--- src/rtl/accel_pkg.sv ---
// -----------------------------------------------------------------------------
// accel_pkg
// Shared types and constants for the accelerator request path: operand type,
// operation encoding, requester count, arbiter state encoding and the
// round-robin pointer advance helper.
// -----------------------------------------------------------------------------
package accel_pkg;

    localparam int UNIT_COUNT    = 4;
    localparam int UNIT_ID_WIDTH = $clog2(UNIT_COUNT);
    localparam int DATA_WIDTH    = 16;

    typedef logic [DATA_WIDTH-1:0] data_t;

    typedef enum logic [1:0] {
        COMP_ADD = 2'd0,
        COMP_SUB = 2'd1,
        COMP_MUL = 2'd2,
        COMP_MAX = 2'd3
    } comp_type_e;

    typedef enum logic [1:0] {
        IDLE  = 2'd0,
        ISSUE = 2'd1,
        WAIT  = 2'd2,
        RESP  = 2'd3
    } arb_state_e;

    // Next round-robin start position: the unit after the last winner, wrapping.
    function automatic int rr_next(input int id, input int count);
        if (id == count - 1) begin
            return 0;
        end else begin
            return id + 1;
        end
    endfunction

endpackage

--- src/rtl/rr_arbiter_pick.sv ---
// -----------------------------------------------------------------------------
// rr_arbiter_pick
// Combinational round-robin pick: returns the first requesting unit at or after
// the pointer, wrapping from N-1 back to 0.
// Ports:
//   i_req      [N]     request vector
//   i_ptr      [ID_W]  search start position (always < N)
//   o_grant    [N]     one-hot winner (all zero when nothing requests)
//   o_id       [ID_W]  index of the winner
//   o_any_req  1       at least one request is present
// -----------------------------------------------------------------------------
module rr_arbiter_pick #(
    parameter int N    = 4,
    parameter int ID_W = 2
) (
    input  logic [N-1:0]    i_req,
    input  logic [ID_W-1:0] i_ptr,
    output logic [N-1:0]    o_grant,
    output logic [ID_W-1:0] o_id,
    output logic            o_any_req
);

    int   w_idx;
    logic w_found;

    // Scan N positions starting at the pointer; the first set request wins.
    always_comb begin
        o_grant   = '0;
        o_id      = '0;
        w_found   = 1'b0;
        w_idx     = 0;
        o_any_req = |i_req;
        for (int k = 0; k < N; k++) begin
            if (int'(i_ptr) + k >= N) begin
                w_idx = int'(i_ptr) + k - N;
            end else begin
                w_idx = int'(i_ptr) + k;
            end
            if (!w_found && i_req[w_idx]) begin
                w_found        = 1'b1;
                o_grant[w_idx] = 1'b1;
                o_id           = ID_W'(w_idx);
            end else begin
                w_found = w_found;
            end
        end
    end

endmodule

--- src/rtl/compute_request_arbiter.sv ---
// -----------------------------------------------------------------------------
// compute_request_arbiter
// Round-robin front end for the shared compute unit. One requester is picked
// per transaction, its operand/operation are registered and presented to the
// compute unit through a request/ready handshake, and the result is returned
// to the winner with a one-cycle valid pulse.
// Optional feature macro: ARB_TIMEOUT_EN -- aborts a transaction that stays in
// ISSUE+WAIT for TIMEOUT_CYCLES cycles, responding with unit_error=1 and a zero
// result. Without it the block waits indefinitely and unit_error stays 0.
// Ports:
//   clk, rst                      clock, synchronous active-high reset
//   unit_req/comp_type/data       per-unit level request, operation, operand
//   unit_grant                    one-hot winner, held from latch through RESP
//   unit_result_valid             one-cycle pulse to the winner
//   unit_result, unit_error       shared result bus and abort flag
//   cu_request/unit_id/comp_type/data  request side of the shared compute unit
//   cu_ready, cu_done, cu_result  handshake and result from the compute unit
//   busy                          transaction in progress
// -----------------------------------------------------------------------------
module compute_request_arbiter
    import accel_pkg::*;
#(
    parameter int UNIT_COUNT     = accel_pkg::UNIT_COUNT,
    parameter int TIMEOUT_CYCLES = 256
) (
    input  logic                  clk,
    input  logic                  rst,
    input  logic [UNIT_COUNT-1:0] unit_req,
    input  comp_type_e            unit_comp_type [UNIT_COUNT],
    input  data_t                 unit_data      [UNIT_COUNT],
    output logic [UNIT_COUNT-1:0] unit_grant,
    output logic [UNIT_COUNT-1:0] unit_result_valid,
    output data_t                 unit_result,
    output logic                  unit_error,
    output logic                  cu_request,
    output logic [((UNIT_COUNT > 1) ? $clog2(UNIT_COUNT) : 1)-1:0] cu_unit_id,
    output comp_type_e            cu_comp_type,
    output data_t                 cu_data,
    input  logic                  cu_ready,
    input  logic                  cu_done,
    input  data_t                 cu_result,
    output logic                  busy
);

    localparam int ID_W = (UNIT_COUNT > 1) ? $clog2(UNIT_COUNT) : 1;

    arb_state_e            r_state;
    logic [ID_W-1:0]       r_ptr;
    logic [ID_W-1:0]       r_id;
    logic [UNIT_COUNT-1:0] r_grant;
    logic [UNIT_COUNT-1:0] r_result_valid;
    data_t                 r_result;
    logic                  r_error;
    logic                  r_cu_request;
    comp_type_e            r_cu_comp_type;
    data_t                 r_cu_data;
    logic                  r_busy;

    logic [UNIT_COUNT-1:0] w_pick_grant;
    logic [ID_W-1:0]       w_pick_id;
    logic                  w_any_req;
    logic                  w_timeout;

    rr_arbiter_pick #(
        .N    (UNIT_COUNT),
        .ID_W (ID_W)
    ) u_pick (
        .i_req     (unit_req),
        .i_ptr     (r_ptr),
        .o_grant   (w_pick_grant),
        .o_id      (w_pick_id),
        .o_any_req (w_any_req)
    );

`ifdef ARB_TIMEOUT_EN
    localparam int CNT_W = $clog2(TIMEOUT_CYCLES + 1);
    logic [CNT_W-1:0] r_cnt;

    // Cycles spent in ISSUE+WAIT; cleared whenever no transaction is in flight.
    always_ff @(posedge clk) begin
        if (rst) begin
            r_cnt <= '0;
        end else if (r_state == ISSUE || r_state == WAIT) begin
            r_cnt <= r_cnt + CNT_W'(1);
        end else begin
            r_cnt <= '0;
        end
    end

    // The last allowed cycle: leave for RESP on this edge.
    assign w_timeout = (r_cnt == CNT_W'(TIMEOUT_CYCLES - 1));
`else
    assign w_timeout = 1'b0;
`endif

    // Transaction FSM with all outputs registered.
    always_ff @(posedge clk) begin
        if (rst) begin
            r_state        <= IDLE;
            r_ptr          <= '0;
            r_id           <= '0;
            r_grant        <= '0;
            r_result_valid <= '0;
            r_result       <= '0;
            r_error        <= 1'b0;
            r_cu_request   <= 1'b0;
            r_cu_comp_type <= COMP_ADD;
            r_cu_data      <= '0;
            r_busy         <= 1'b0;
        end else begin
            r_result_valid <= '0;
            r_error        <= 1'b0;
            case (r_state)
                IDLE: begin
                    if (w_any_req) begin
                        r_id           <= w_pick_id;
                        r_grant        <= w_pick_grant;
                        r_cu_data      <= unit_data[w_pick_id];
                        r_cu_comp_type <= unit_comp_type[w_pick_id];
                        r_cu_request   <= 1'b1;
                        r_busy         <= 1'b1;
                        r_state        <= ISSUE;
                    end else begin
                        r_state <= IDLE;
                    end
                end
                ISSUE: begin
                    // cu_done is deliberately not looked at here.
                    if (w_timeout) begin
                        r_result       <= '0;
                        r_error        <= 1'b1;
                        r_result_valid <= r_grant;
                        r_cu_request   <= 1'b0;
                        r_state        <= RESP;
                    end else if (r_cu_request && cu_ready) begin
                        r_cu_request <= 1'b0;
                        r_state      <= WAIT;
                    end else begin
                        r_state <= ISSUE;
                    end
                end
                WAIT: begin
                    // A real result beats a coincident timeout.
                    if (cu_done) begin
                        r_result       <= cu_result;
                        r_result_valid <= r_grant;
                        r_state        <= RESP;
                    end else if (w_timeout) begin
                        r_result       <= '0;
                        r_error        <= 1'b1;
                        r_result_valid <= r_grant;
                        r_state        <= RESP;
                    end else begin
                        r_state <= WAIT;
                    end
                end
                RESP: begin
                    r_ptr   <= ID_W'(rr_next(int'(r_id), UNIT_COUNT));
                    r_grant <= '0;
                    r_busy  <= 1'b0;
                    r_state <= IDLE;
                end
                default: begin
                    r_state      <= IDLE;
                    r_grant      <= '0;
                    r_cu_request <= 1'b0;
                    r_busy       <= 1'b0;
                end
            endcase
        end
    end

    assign unit_grant        = r_grant;
    assign unit_result_valid = r_result_valid;
    assign unit_result       = r_result;
    assign unit_error        = r_error;
    assign cu_request        = r_cu_request;
    assign cu_unit_id        = r_id;
    assign cu_comp_type      = r_cu_comp_type;
    assign cu_data           = r_cu_data;
    assign busy              = r_busy;

endmodule

--- config.mk ---
export PLATFORM = sky130hd
export DESIGN_NAME = compute_request_arbiter
export DESIGN_NICKNAME = d
export VERILOG_FILES = /design/src/rtl/accel_pkg.sv /design/src/rtl/rr_arbiter_pick.sv /design/src/rtl/compute_request_arbiter.sv
export SDC_FILE = /design/constraint.sdc
export NUM_CORES = 1
export LEC_CHECK = 0
export CAP_MARGIN = 20
export CORE_MARGIN = 10
export CORE_UTILIZATION = 40
export CTS_CLUSTER_SIZE = 28
export DETAILED_ROUTE_END_ITERATION = 10
export GPL_TIMING_DRIVEN = 0
export PLACE_DENSITY = 0.74
export SYNTH_ARGS = -nofsm -noshare
export SYNTH_HDL_FRONTEND = slang
export SYNTH_SLANG_ARGS = --single-unit
--- constraint.sdc ---
create_clock -name clk -period 4.52 [get_ports clk]
set_input_delay 0.904 -clock clk [delete_from_list [all_inputs] [get_ports clk]]
set_output_delay 0.904 -clock clk [all_outputs]
set_load 0.005 [all_outputs]
---- Word level (Yosys, flattened, before mapping) ----
Index checks and enable logic that the tools add are counted.
storage, ports and cells
  register bits ........................... 50
  bits in latches ......................... 0
  RAM bits ................................ 0
  memory bits (read-only) ................. 0
  output and inout port bits .............. 47
  word-level logic and storage cells ...... 115
  memories kept ........................... 0
operators by class
  add/sub/neg operators ................... 8
  multiply operators ...................... 0
  divide/modulo/power cells ............... 0
  $lt $le $gt $ge ......................... 13
  equal/unequal tests ..................... 6
  shifts and indexed selects .............. 0
  muxes and demuxes ....................... 52
  bitwise logic cells ..................... 6
  reduce and logical (&&, ||, !) cells .... 20
operators by type and width
  operator                                                                 count
  32-bit by 1-bit >= comparator with 1-bit output (second input constant)  4
  32-bit by 4-bit < comparator with 1-bit output (second input constant)   4
  32-bit 2-to-1 mux                                                        4
  32-bit by 4-bit >= comparator with 1-bit output (second input constant)  3
  32-bit by 4-bit subtractor with 32-bit output (second input constant)    3
  16-bit binary-select mux with 2-bit select                               1
  16-bit 2-to-1 mux                                                        2
  4-bit 2-to-1 mux                                                         5
  1-bit 2-to-1 mux                                                         19
  2-bit 2-to-1 mux                                                         8
  4-bit OR                                                                 3
  1-bit binary-select mux with 2-bit select                                4
  1-bit demux with 2-bit select                                            4
  1-bit logical AND                                                        8
  2-bit one-hot mux with 4 select lines                                    1
  4-bit one-hot mux with 2 select lines                                    1
  2-bit by 2-bit adder with 3-bit output (second input constant)           2
  2-bit AND reduction                                                      3
  2-bit binary-select mux with 2-bit select                                1
  2-bit by 1-bit == test with 1-bit output (second input constant)         2
  2-bit == test (second input constant)                                    2
  1-bit one-hot mux with 2 select lines                                    2
  2-bit nonzero test                                                       2
  4-bit OR reduction                                                       1
  other kinds (13)                                                         16

---- Logic depth before layout (Yosys ltp) ----
  depth after elaboration ................. 19
  depth in mapped cells ................... 12
  mapped depth without buffers ............ 8

---- Hierarchy ----
From an unflattened synthesis, not the netlist that was laid out.
second synthesis, totals
  cell total of the unflattened synthesis .. 263
  area, all modules ....................... 2,738.9 µm²
modules (own cells, without submodules)
  module                   instances  cells each  area an instance (µm²)
  compute_request_arbiter  1          211         2,289.7
  rr_arbiter_pick          1          52          449.2

---- Least setup slack after synthesis ----
No wires, ideal clock.
  path type ............................... register to register
  start ................................... register r_ptr[0]
  end ..................................... register r_cu_data[14] (netlist: cu_data[14])
  setup time .............................. 0.122 ns
  data arrival time ....................... 2.653 ns
  required time ........................... 4.398 ns
  path slack .............................. 1.745 ns
  cell stages (with the launch flop) ...... 13
  cell sequence ........................... dfxtp_1 buf_6 inv_2 ha_1 buf_2 mux2i_1 nor4_2 a21o_1 buf_2 buf_4 a22oi_1 a21oi_1 a221o_1
between the ends
  cells in the longest elaborated chain, start to end .. 19
  elaborated cells on any way between the ends .. 44
  classes of those cells .................. 7 x add/sub; 4 x order compare; 26 x mux; 1 x bitwise; 6 x reduce/logical
ends and longest elaborated chain
  what                                                                                    line                            source
  from (decl)                                                                             compute_request_arbiter.sv:48   logic [ID_W-1:0] r_ptr;
  from (signal assigned)                                                                  compute_request_arbiter.sv:158  r_ptr <= ID_W'(rr_next(int'(r_id), UNIT_COUNT));
  branches (longest 14 deep; another with 32-bit by 4-bit subtractor with 32-bit output)  n/a
  2-bit 2-to-1 mux (*)                                                                    rr_arbiter_pick.sv:39           if (!w_found && i_req[w_idx]) begin
  2-bit NOT with 3-bit output (not written as such) (*)                                   compute_request_arbiter.sv:118  r_cu_data <= unit_data[w_pick_id];
  16-bit binary-select mux with 2-bit select (*)                                          compute_request_arbiter.sv:118
  16-bit 2-to-1 mux (not written as such) (*) (2 in series)                               compute_request_arbiter.sv:118
  to (signal assigned)                                                                    compute_request_arbiter.sv:118
  to (decl)                                                                               compute_request_arbiter.sv:56   data_t r_cu_data;
Mark *: on every way between the ends. The select of a mux whose other input is x is not followed.
A chain may end at the register's enable or synchronous reset.

---- Worst setup path in the final report ----
Ends and elaborated chain as after synthesis.

==> results.cfg <==
[outcome]
status = completed

[place]
io_buffer_count = 140
dp_hpwl_um = 11000
gp_congestion = 0.900

[yosys]
ys_ff_latch = 50
synth_nets = 582
ys.flop_type = dfxtp_1
ys_types = 53
synth_edf_count = 0
yosysSeqAreaShare_pct = 26.2
syn_area_per_cell_um2 = 7.93
netlist_instances = 481
syn-cell-area_um2 = 3810
synthTopCellsByArea = dfxtp_1 26%, a21oi_1 8.0%, nand2_1 7.7%
ys_warn_count = 0
synth_top_area_share_pct = 26.2
ys_async_sr_fraction_pct = 0
yosys.area.top_type = dfxtp_1

[pwr]
irDropWorstVdd_mv = 0.129
total_power_mw = 1.22
powerDensity_nw_per_um2 = 223
p_leak_nw = 1.80

[layout]
fillers = 853
drive_gt1_share_pct = 11.1
area_growth_pct = 43.5
antenna_cells = 0
layout.nets = 729

[sta]
fmax_ghz = 0.288
min_period_over_period_pct = 76.9
period_needed_ns = 3.48
slew_violations = 0
finalHoldViolCount = 0
fin_skew_ns = 0.00795
setup_viol = 0
rsz0062_at_grt = false
worst_pin_slew_ns = 0.750
fin_tns_setup_ns = 0
maxSlewHeadroom_pct = 49.6

[critical_path]
timing.rr.start = r_ptr[0]
cp-startpoint = r_ptr[0]
arrival_ns = 3.74
start_kind = register
critical_path_required_ns = 4.78
max_stage_delay_ns = 0.60
worstSetupEndpointType = register
crit_fanout = 10
crit_type = register to register
crit_slowest_cell = nor4_2
crit_chain = buf_6 > inv_2 > ha_1 > buf_2 > mux2i_1 > nor4_2 > a21o_1 > buf_2 > buf_4 > a22oi_1 > a21oi_1 > a221o_1
critPathMostFrequentCell = buf_2

[clocking]
numCtsBuffers = 5
postCtsSetupBuffers = 0
cts_tree = yes
h-tree-depth = 2
cts_max_path_buffers = 2
clkTransAtPathRegs_ns = 0.11
insertion_delay_ns = 0.31
ctsRootBufferMaster = clkbuf_8
post_cts_resized = 0
hold_buffers = 0
clock_sinks = 50

[floorplanning]
start_util_pct = 41.1
core_area_um2 = 9280
die_h_um = 118
die_w_um = 118
boundaryPins = 143
row_count = 35
dieArea_um2 = 13800

[global_route]
grt_max_degree = 19
grt_pass1_vias = 4445
grt_overflow = 0
antenna_found_initial = 0
groute.usage.overall_pct = 19.3
grt_pass1_wl_um = 22800

[routing]
wl_per_cell_um = 18.7
drt_iter0_markers = 284
wl_um = 14200
drt_first_pass_iters = 5
route.detailed.drc = 0
vias = 4390
ant_nets = 0
drt-vias-per-instance = 5.79

[job]
drv_cap = 0

[min_path]
min_from = unit_result[14]
min_path_type = register to register
-- worst paths after layout --
check / slack, ns / depth (start not counted) / endpoint
worst max-delay path: 1.04 / 12 / cu_data[14]
worst max register to register: 1.04 / 12 / cu_data[14]
worst min register to register: 0.46 / 2 / unit_result[14]
worst min-delay path: 0.46 / 2 / unit_result[14]
-- layer usage --
metal	share of wire (%)	global-route usage [%]
met1	41	22.5
met2	46	31.6
met3	9.6	6.57
met4	4.2	8.11
met5	0	0
-- kinds of logic after synthesis --
| group | share of synthesized area [%] |
|---|---|
| other | 0.0983 |
| adders and majority gates | 1.64 |
| DFF | 26.2 |
| buffers and inverters | 6.00 |
| muxes | 8.99 |
| AOI/OAI and AO/OA | 29.1 |
| and+or+nand+nor | 27.9 |
-- sequential cells by signal (all words and copies together) (netlist names), named ones only --
| signal | flops |
|---|---|
| cu_unit_id | 2 |
| r_ptr | 2 |
| cu_request | 1 |
| unit_grant | 4 |
| cu_data | 16 |
| unit_result | 16 |
| cu_comp_type | 2 |
| unit_result_valid | 4 |
| busy | 1 |
| r_state | 1 |
-- worst max-delay path: cells and delay by family (launching register included) --
family / cells / cell delay, ns
adders and majority gates: 1 / 0.35
buffers and inverters: 5 / 1.00
and+or+nand+nor: 1 / 0.60
muxes: 1 / 0.19
AOI/OAI and AO/OA: 4 / 0.75
DFF: 1 / 0.54
-- cell type report --
cell class / instances / area, µm² / share of cell area (%)
well taps: 129 / 161 / 2.95
clock buffers: 5 / 68.8 / 1.26
inverters: 4 / 15.0 / 0.274
repair buffers: 140 / 1400 / 25.6
clock inverters: 3 / 28.8 / 0.526
multi-input cells: 386 / 2580 / 47.2
flip-flops and latches: 50 / 1000 / 18.3
plain buffers: 41 / 214 / 3.91
-- cells in the mapped netlist (all sizes together), types with 2 or more instances --
cell type   n
mux4        2
or3         3
o22ai      32
o2111ai     4
mux2i       6
nand2      78
a2111o      2
nor4b      16
a221o      16
a21o        2
nor3       24
nor2       30
ha          5
nand2b      6
a211oi      8
nor4        3
nor3b       4
o21ai       7
buf        18
a22oi      20
nand4       2
clkbuf     23
a21oi      61
nor2b      23
mux2       19
inv         4
nand3       2
dfxtp      50
-- placed cells by master (no fill, tap or decap), types with 9 or more instances in the layout --
| cell | netlist | final |
|---|---|---|
| nand2_1 | 78 | 78 |
| a221o_1 | 16 | 16 |
| buf_2 | 9 | 9 |
| a22oi_1 | 11 | 11 |
| dfxtp_1 | 50 | 50 |
| a21oi_1 | 61 | 61 |
| nor2b_1 | 22 | 22 |
| nor4b_2 | 10 | 10 |
| o22ai_1 | 32 | 32 |
| mux2_2 | 10 | 10 |
| a22oi_2 | 9 | 9 |
| nor3_1 | 23 | 23 |
| clkdlybuf4s50_1 | 0 | 140 |
| clkbuf_1 | 23 | 23 |
| nor2_1 | 29 | 29 |
-- report_power, final --
part / switching [mW] / total, mW / internal, mW
Combinational: 0.203 / 0.433 / 0.230
Clock: 0.175 / 0.290 / 0.115
Sequential: 0.0253 / 0.500 / 0.474
Total: 0.403 / 1.22 / 0.820
-- metrics by stage --
step / util (%) / cells / hold WS [ns] / instance area, µm² / setup slack, ns
3_3_place_gp: 57.9 / 750 / 0.442 / 5380 / 0.669
6_report: 59.0 / 758 / 0.462 / 5470 / 1.04
5_1_grt: 59.0 / 758 / 0.488 / 5470 / 0.882
3_5_place_dp: 57.9 / 750 / 0.448 / 5380 / 0.802
4_1_cts: 59.0 / 758 / 0.464 / 5470 / 1.09
2_1_floorplan: - / 481 / 0.453 / 3810 / 1.75
Note: power is estimated with default switching activity, not from simulation.
